--- config.mk ---
export PLATFORM = sky130hd
export DESIGN_NAME = merge_wr_ctrl
export DESIGN_NICKNAME = d
export VERILOG_FILES = /design/src/rtl/merge_wr_ctrl.sv
export SDC_FILE = /design/constraint.sdc
export NUM_CORES = 1
export LEC_CHECK = 0
export CORE_ASPECT_RATIO = 0.7
export CORE_MARGIN = 5
export CORE_UTILIZATION = 44
export DETAILED_ROUTE_END_ITERATION = 12
export GPL_TIMING_DRIVEN = 0
export PLACE_DENSITY_LB_ADDON = 0.05
export SLEW_MARGIN = 20
export SYNTH_ARGS = -nofsm -noshare
export SYNTH_HDL_FRONTEND = slang
export SYNTH_SLANG_ARGS = --single-unit
--- constraint.sdc ---
create_clock -name axis_aclk -period 4.4 [get_ports axis_aclk]
set_clock_uncertainty 0.1 [all_clocks]
set_input_delay 1.32 -clock axis_aclk [delete_from_list [all_inputs] [get_ports axis_aclk]]
set_output_delay 1.32 -clock axis_aclk [all_outputs]
set_load 0.01 [all_outputs]
--- src/rtl/merge_wr_ctrl.sv ---
// Six-lane merge write sequencer: flush, all-lanes join, burst framing with tlast, skew monitor.
// Optional MERGE_WR_CTRL_STATS_EN adds saturating beat/stall counters.
//
// state | meaning
// IDLE  | waiting for start, lanes not popped
// FLUSH | draining stale lane data for FLUSH_CYC cycles
// RUN   | joining all six lanes into 192-bit beats
// DRAIN | waiting for the output register to empty before done
module merge_wr_ctrl #(
  parameter int NUM_LANES = 6,
  parameter int LANE_W    = 32,
  parameter int FLUSH_CYC = 64,
  parameter int SKEW_MAX  = 16,
  parameter int CNT_W     = 16
) (
  input  logic                        axis_aclk,
  input  logic                        axis_rst,
  input  logic                        start,
  input  logic                        stop,
  input  logic [CNT_W-1:0]            burst_len,
  input  logic [CNT_W-1:0]            num_bursts,
  input  logic [NUM_LANES-1:0]        s_tvalid,
  input  logic [NUM_LANES*LANE_W-1:0] s_tdata,
  output logic [NUM_LANES-1:0]        s_tready,
  output logic                        m_tvalid,
  input  logic                        m_tready,
  output logic [NUM_LANES*LANE_W-1:0] m_tdata,
  output logic                        m_tlast,
  output logic                        busy,
  output logic                        done,
`ifdef MERGE_WR_CTRL_STATS_EN
  output logic [31:0]                 stat_beats,
  output logic [31:0]                 stat_stalls,
`endif
  output logic                        skew_err
);

  localparam int DATA_W = NUM_LANES * LANE_W;
  localparam int FL_W   = $clog2(FLUSH_CYC + 1);
  localparam int SK_W   = $clog2(SKEW_MAX + 1);

  typedef enum logic [1:0] {IDLE, FLUSH, RUN, DRAIN} state_t;

  state_t              state_q, state_d;
  logic [CNT_W-1:0]    burst_len_q, burst_len_d;
  logic [CNT_W-1:0]    num_bursts_q, num_bursts_d;
  logic [CNT_W-1:0]    beat_cnt_q, beat_cnt_d;
  logic [CNT_W-1:0]    burst_cnt_q, burst_cnt_d;
  logic [FL_W-1:0]     flush_cnt_q, flush_cnt_d;
  logic [SK_W-1:0]     skew_cnt_q, skew_cnt_d;
  logic                skew_err_q, skew_err_d;
  logic                stop_pend_q, stop_pend_d;
  logic                m_tvalid_q, m_tvalid_d;
  logic [DATA_W-1:0]   m_tdata_q, m_tdata_d;
  logic                m_tlast_q, m_tlast_d;
  logic                done_q, done_d;
`ifdef MERGE_WR_CTRL_STATS_EN
  logic [31:0]         stat_beats_q, stat_beats_d;
  logic [31:0]         stat_stalls_q, stat_stalls_d;
`endif

  logic                all_valid, partial, join_ok, last_beat, stop_now;
  logic [CNT_W-1:0]    burst_nxt;

  always_comb begin
    state_d      = state_q;
    burst_len_d  = burst_len_q;
    num_bursts_d = num_bursts_q;
    beat_cnt_d   = beat_cnt_q;
    burst_cnt_d  = burst_cnt_q;
    flush_cnt_d  = flush_cnt_q;
    skew_cnt_d   = '0;
    skew_err_d   = skew_err_q;
    stop_pend_d  = stop_pend_q;
    m_tvalid_d   = m_tvalid_q && !m_tready;
    m_tdata_d    = m_tdata_q;
    m_tlast_d    = m_tlast_q;
    done_d       = 1'b0;
    s_tready     = '0;
    all_valid    = &s_tvalid;
    partial      = (|s_tvalid) && !all_valid;
    join_ok      = 1'b0;
    last_beat    = (beat_cnt_q == burst_len_q - 1'b1);
    burst_nxt    = burst_cnt_q + 1'b1;
    stop_now     = stop_pend_q || stop;
`ifdef MERGE_WR_CTRL_STATS_EN
    stat_beats_d  = stat_beats_q;
    stat_stalls_d = stat_stalls_q;
`endif

    case (state_q)
      IDLE: begin
        if (start) begin
          burst_len_d  = (burst_len == '0) ? CNT_W'(1) : burst_len;
          num_bursts_d = num_bursts;
          beat_cnt_d   = '0;
          burst_cnt_d  = '0;
          skew_err_d   = 1'b0;
          stop_pend_d  = 1'b0;
          flush_cnt_d  = FL_W'(FLUSH_CYC - 1);
          state_d      = FLUSH;
`ifdef MERGE_WR_CTRL_STATS_EN
          stat_beats_d  = '0;
          stat_stalls_d = '0;
`endif
        end
      end
      FLUSH: begin
        s_tready = '1;
        if (stop) begin
          state_d = IDLE;
          done_d  = 1'b1;
        end else if (flush_cnt_q == '0) begin
          state_d = RUN;
        end else begin
          flush_cnt_d = flush_cnt_q - 1'b1;
        end
      end
      RUN: begin
        join_ok  = all_valid && (!m_tvalid_q || m_tready);
        s_tready = {NUM_LANES{join_ok}};
        if (stop) stop_pend_d = 1'b1;
        if (partial) begin
          skew_cnt_d = (skew_cnt_q == SK_W'(SKEW_MAX)) ? skew_cnt_q : skew_cnt_q + 1'b1;
          if (skew_cnt_d == SK_W'(SKEW_MAX)) skew_err_d = 1'b1;
        end
        if (join_ok) begin
          m_tvalid_d = 1'b1;
          m_tdata_d  = s_tdata;
          m_tlast_d  = last_beat;
          if (last_beat) begin
            beat_cnt_d  = '0;
            burst_cnt_d = burst_nxt;
            if (stop_now || (num_bursts_q != '0 && burst_nxt == num_bursts_q))
              state_d = DRAIN;
          end else begin
            beat_cnt_d = beat_cnt_q + 1'b1;
          end
        end else if (stop_now && beat_cnt_q == '0) begin
          state_d = DRAIN;
        end
`ifdef MERGE_WR_CTRL_STATS_EN
        if (join_ok && stat_beats_q != '1) stat_beats_d = stat_beats_q + 1'b1;
        if (all_valid && m_tvalid_q && !m_tready && stat_stalls_q != '1)
          stat_stalls_d = stat_stalls_q + 1'b1;
`endif
      end
      DRAIN: begin
        // leave as the last beat is accepted so done lands the cycle after
        if (!m_tvalid_d) begin
          state_d = IDLE;
          done_d  = 1'b1;
        end
      end
      default: state_d = IDLE;
    endcase
  end

  always_ff @(posedge axis_aclk) begin
    if (axis_rst) begin
      state_q      <= IDLE;
      burst_len_q  <= '0;
      num_bursts_q <= '0;
      beat_cnt_q   <= '0;
      burst_cnt_q  <= '0;
      flush_cnt_q  <= '0;
      skew_cnt_q   <= '0;
      skew_err_q   <= 1'b0;
      stop_pend_q  <= 1'b0;
      m_tvalid_q   <= 1'b0;
      m_tdata_q    <= '0;
      m_tlast_q    <= 1'b0;
      done_q       <= 1'b0;
`ifdef MERGE_WR_CTRL_STATS_EN
      stat_beats_q  <= '0;
      stat_stalls_q <= '0;
`endif
    end else begin
      state_q      <= state_d;
      burst_len_q  <= burst_len_d;
      num_bursts_q <= num_bursts_d;
      beat_cnt_q   <= beat_cnt_d;
      burst_cnt_q  <= burst_cnt_d;
      flush_cnt_q  <= flush_cnt_d;
      skew_cnt_q   <= skew_cnt_d;
      skew_err_q   <= skew_err_d;
      stop_pend_q  <= stop_pend_d;
      m_tvalid_q   <= m_tvalid_d;
      m_tdata_q    <= m_tdata_d;
      m_tlast_q    <= m_tlast_d;
      done_q       <= done_d;
`ifdef MERGE_WR_CTRL_STATS_EN
      stat_beats_q  <= stat_beats_d;
      stat_stalls_q <= stat_stalls_d;
`endif
    end
  end

  assign m_tvalid = m_tvalid_q;
  assign m_tdata  = m_tdata_q;
  assign m_tlast  = m_tlast_q;
  assign busy     = (state_q != IDLE);
  assign done     = done_q;
  assign skew_err = skew_err_q;
`ifdef MERGE_WR_CTRL_STATS_EN
  assign stat_beats  = stat_beats_q;
  assign stat_stalls = stat_stalls_q;
`endif

endmodule

# Word-level counts from Yosys, hierarchy flattened
# Cells that the tools add are included.
[totals]
register_bits = 275
input_bits = 235
elab_cells = 104
[classes]
addsub = 5
eq_ne = 20
muxes = 34
n_bitwise = 2
n_reduce_logical = 30
[op_table]
columns = ["op", "n"]
rows = [
  ["16-bit 2-to-1 mux", 6],
  ["16-bit one-hot mux with 2 select lines", 2],
  ["16-bit by 1-bit adder with 16-bit output (second input constant)", 2],
  ["16-bit == test", 2],
  ["16-bit logical NOT", 2],
  ["7-bit 2-to-1 mux", 3],
  ["2-bit inequality test (second input constant)", 9],
  ["2-bit 2-to-1 mux", 8],
  ["16-bit nonzero test", 1],
  ["16-bit by 1-bit subtractor with 16-bit output (second input constant)", 1],
  ["7-bit one-hot mux with 2 select lines", 1],
  ["3-bit inequality test (second input constant)", 4],
  ["6-bit one-hot mux with 2 select lines", 1],
  ["4-bit AND reduction", 3],
  ["6-bit AND reduction", 2],
  ["5-bit == test (second input constant)", 2],
  ["1-bit 2-to-1 mux", 8],
  ["2-bit one-hot mux with 4 select lines", 1],
  ["7-bit logical NOT", 1],
  ["7-bit by 1-bit subtractor with 7-bit output (second input constant)", 1],
  ["1-bit one-hot mux with 2 select lines", 3],
  ["3-bit AND reduction", 2],
  ["2-bit nonzero test", 3],
  ["6-bit OR reduction", 1],
  ["other kinds (11)", 22],
]

# Logic depth before layout (Yosys ltp)
[depth]
depth_word = 8
mapped_depth = 12
mapped_depth_nobuf = 10

# Worst setup path before layout
# Ideal clock, no wire load.
[synth_timing]
kind = "input port to output port"
start = "input m_tready"
end = "output s_tready[1]"
t_arrival_ns = 2.736
required_ns = 2.980
setup_slack_ns = 0.244
cell_stages = 5
n_path_buf = 2
cell_sequence = "nor2b_1 > nor4_1 > clkbuf_1 > o21a_1 > buf_4"
[synth_between]
elab_chain_cells = 3
[synth_rtl]
columns = ["item", "line_no", "rtl"]
rows = [
  ["from (decl)", "26", "input logic m_tready,"],
  ["1-bit logical OR", "120", "join_ok = all_valid && (!m_tvalid_q || m_tready);"],
  ["1-bit logical AND", "120", ""],
  ["6-bit one-hot mux with 2 select lines", "91", "case (state_q)"],
  ["to (decl)", "24", "output logic [NUM_LANES-1:0] s_tready,"],
]
# Every way passes these cells.

# Worst setup path in the final report
# Ends and elaborated chain as after synthesis.

==> impl_metrics.json <==
{
  "outcome": "finished, final reports clean",
  "drc_errors": 0,
  "ios": 438,
  "ys_async_sr_fraction_pct": 0,
  "routedWlPerCell_microns": 19.26,
  "avgSynthCellArea_sq_um": 7.973,
  "gp_congestion": 0.9347,
  "timing.final.crit_share_pct": 98.00,
  "cts_tree": "done",
  "mappedNetlistArea_sq_mm": 0.01140,
  "clockBufferDepth": 3,
  "drtAntennaViolNets": 0,
  "grt_start_max_net_pins": 15,
  "p_leak_uw": 0.005958,
  "hpwl_microns": 33720,
  "tightest_slew_ns": 0.8688,
  "synth_ff_type": "dfxtp_1",
  "whs_path_depth": 2,
  "relSlewSlack_pct": 41.29,
  "fin_area_sq_mm": 0.01728,
  "rsz0062_at_grt": "no",
  "syn_nets": 1677,
  "worstPathRequired_ns": 2.98,
  "cp-end-kind": "primary output",
  "grt_pass1_wl_microns": 64180,
  "min_period_ns": 4.312,
  "synth.distinct_cells": 74,
  "die_height_microns": 144.7,
  "rows": 49,
  "crit_chain": "clkdlybuf4s50_1 > nor2b_1 > nor4_4 > clkbuf_8 > o21a_4 > buf_4 > clkdlybuf4s15_2",
  "worstHoldPathType": "flop to flop",
  "regToRegStartpoint": "burst_len_q[0]",
  "critPathLaunch": "m_tready",
  "synthCells": 1430,
  "crit_cells": 7,
  "synth-simple-area-share_pct": 24.20,
  "post_drt_via_cell_ratio": 5.233,
  "htreeDepth": 1,
  "final_max_slew_viol_count": 0,
  "start_util_pct": 44.49,
  "die_area_sq_mm": 0.02928,
  "synth_xor_xnor_area_share_pct": 4.532,
  "globalRouteTotalUtil_pct": 27.47,
  "ctsHoldBuffers": 0,
  "critPathKind": "primary input to primary output",
  "clock_sinks": 275,
  "cts_buffers": 28,
  "ys_warn_count": 0,
  "syn_to_final_growth_pct": 51.59,
  "yosysTopAreaCell": "dfxtp_1",
  "grt_pass1_vias": 11350,
  "regArea_sq_mm": 0.005505,
  "crit_path_max_fanout": 6,
  "synth_seq_area_share_pct": 48.29,
  "finish.utilization_pct": 67.44,
  "clk_pin_slew_ns": 0.06,
  "critical_path.top_delay_family": "buffers and inverters",
  "worstSetupStartpointType": "primary input",
  "worst_skew_pair.late_latency_ns": 0.53,
  "vias": 11830,
  "ir_worst_vdd_mv": 0.2689,
  "yosys_register_bits": 275,
  "synth_fa_ha_area_share_pct": 1.317,
  "fmax_mhz": 231.9,
  "wl_microns": 43540,
  "finalHoldViolCount": 0,
  "coreArea_sq_mm": 0.02563,
  "drt_iter0_drc": 684,
  "setup_violations": 0,
  "synth_top_family_by_area": "simple AND/OR/NAND/NOR gates",
  "synth_top_cell_area_share_pct": 48.29,
  "synth-compound-area-share_pct": 16.15,
  "worst-r2r-cell-count": 12,
  "hold_slack_ns": 0.3537,
  "crit_buf_inv": 4,
  "io_buffers": 437,
  "cap_viol_max_count": 0,
  "synthMuxAreaShare_pct": 0.8780,
  "final_nets": 2155,
  "dr.pass1.iters": 5,
  "hp-start": "m_tdata[58]",
  "synth_edf_count": 0,
  "grt_overflow": 0,
  "antenna_found_initial": 3,
  "drive_above_1_share_pct": 5.351,
  "multi_input_comb_area_sq_mm": 0.005393,
  "synth_area_leaders": "dfxtp_1 48%, nand2_1 15%, a21oi_1 10%",
  "cp_slowest_cell": "clkdlybuf4s50_1",
  "p_per_area_mw_per_mm2": 339.8,
  "fillers": 2172,
  "root_buffer": "clkbuf_16",
  "die_width_microns": 202.4,
  "worstPathArrival_ns": 2.89,
  "max_stage_delay_ns": 0.43,
  "placed_cell_area_sq_mm": 0.01620
}
[worst paths after layout]
kind / endpoint / slack [ns]
worst max-delay path: s_tready[1] / 0.09
worst min-delay path: m_tdata[58] / 0.35
worst max register to register: beat_cnt_q[6] / 0.80
worst min register to register: m_tdata[58] / 0.35
[flip-flops by register name, indices dropped and copies added, names as in the netlist, 5 cells and up, named ones only]
register / count
burst_len_q: 16
flush_cnt_q: 7
burst_cnt_q: 16
m_tdata: 192
num_bursts_q: 16
beat_cnt_q: 16
skew_cnt_q: 5
[cell usage in the layout (no fill, tap or decap), types with 4 or more instances in the layout]
cell type	instances
clkinv_2	5
or2_2	4
inv_1	22
mux2i_1	10
nor4_1	18
bufinv_16	4
and3_1	5
or3_1	4
buf_2	4
o21ai_0	9
clkdlybuf4s15_2	5
dlygate4sd2_1	5
a31oi_1	4
nand2b_1	7
a211oi_1	7
a22o_1	12
nor3_1	15
clkdlybuf4s50_1	425
nand3_1	22
a21oi_1	231
diode_2	5
xor2_1	26
nand2_1	452
clkbuf_1	80
nand4_1	15
a21o_1	4
nor2_1	57
buf_1	5
ha_1	12
clkbuf_16	29
clkbuf_8	6
xnor2_1	33
and4_1	7
dfxtp_1	275
buf_4	21
or4_1	4
[stage by stage]
step                std cells  setup TNS [ns]  setup WS [ns]  total power (uW)
floorplan                1430               0         0.2442              3044
global placement         2198          -13.48         -1.477              3397
detailed placement       2198          -6.941         -1.177              3412
CTS                      2256               0        0.02625              5900
global route             2259               0       0.001638              6079
finish                   2261               0        0.08813              5872
[power breakdown]
group          switching (uW)  internal (uW)  total [uW]
logic                     365            404         769
registers                63.1           2540        2600
clock network             990           1510        2500
total                    1420           4450        5870
[metal layers]
metal	routed length (microns)	GRT usage (%)
met4	1161	7.854
met5	0	0
met2	20960	48.02
met1	17800	33.52
met3	3619	7.930
[synthesized netlist by cell type (all sizes together), types with 4 or more instances]
cell type and number:
nand2 453, dfxtp 275, a21oi 232, clkbuf 79, nor2 57, xnor2 33
xor2 26, buf 22, inv 22, nand3 22, nor4 21, nor3 16
nand4 15, a22o 12, ha 12, o21ai 11, mux2i 10, and4 8
a211oi 7, nand2b 7, and3 5, or2 5, or3 5, or4 5
a21o 4, a31oi 4
[final cells by class]
cell class / instances / share of cell area (%)
multi-input cells: 1032 / 31.20
plain buffers: 101 / 2.635
clock buffers: 37 / 4.662
flip-flops and latches: 275 / 31.85
inverters: 22 / 0.4778
diodes: 5 / 0.07240
repair buffers: 448 / 25.82
clock inverters: 10 / 0.8832
well taps: 331 / 2.396
[logic make-up (layout without fill, tap and decap cells)]
kind of cell             Yosys count  count (layout)
multiplexers                      10              10
adder cells (fa/ha/maj)           12              12
AO/OA/AOI/OAI                    314             314
flip-flops                       275             275
buffers and inverters            123             618
AND/OR/NAND/NOR                  637             637
XOR/XNOR                          59              59
other                              0               5
[worst reg2reg max path: cells and delay by family, from the launching register on]
| kind | cells | cell delay, ns |
|---|---|---|
| DFF | 1 | 0.39 |
| adders and majority gates | 1 | 0.25 |
| buffers and inverters | 3 | 0.59 |
| AOI/OAI and AO/OA | 3 | 0.88 |
| and+or+nand+nor | 5 | 1.28 |
[repair_timing]
item,in CTS,in global routing
pin swaps,3,2
setup buffers,11,0
setup endpoints to repair,6,6
resized for setup,26,3
endpoints found under the hold margin,0,0
No activity file was read; power rests on OpenSTA's default activity.
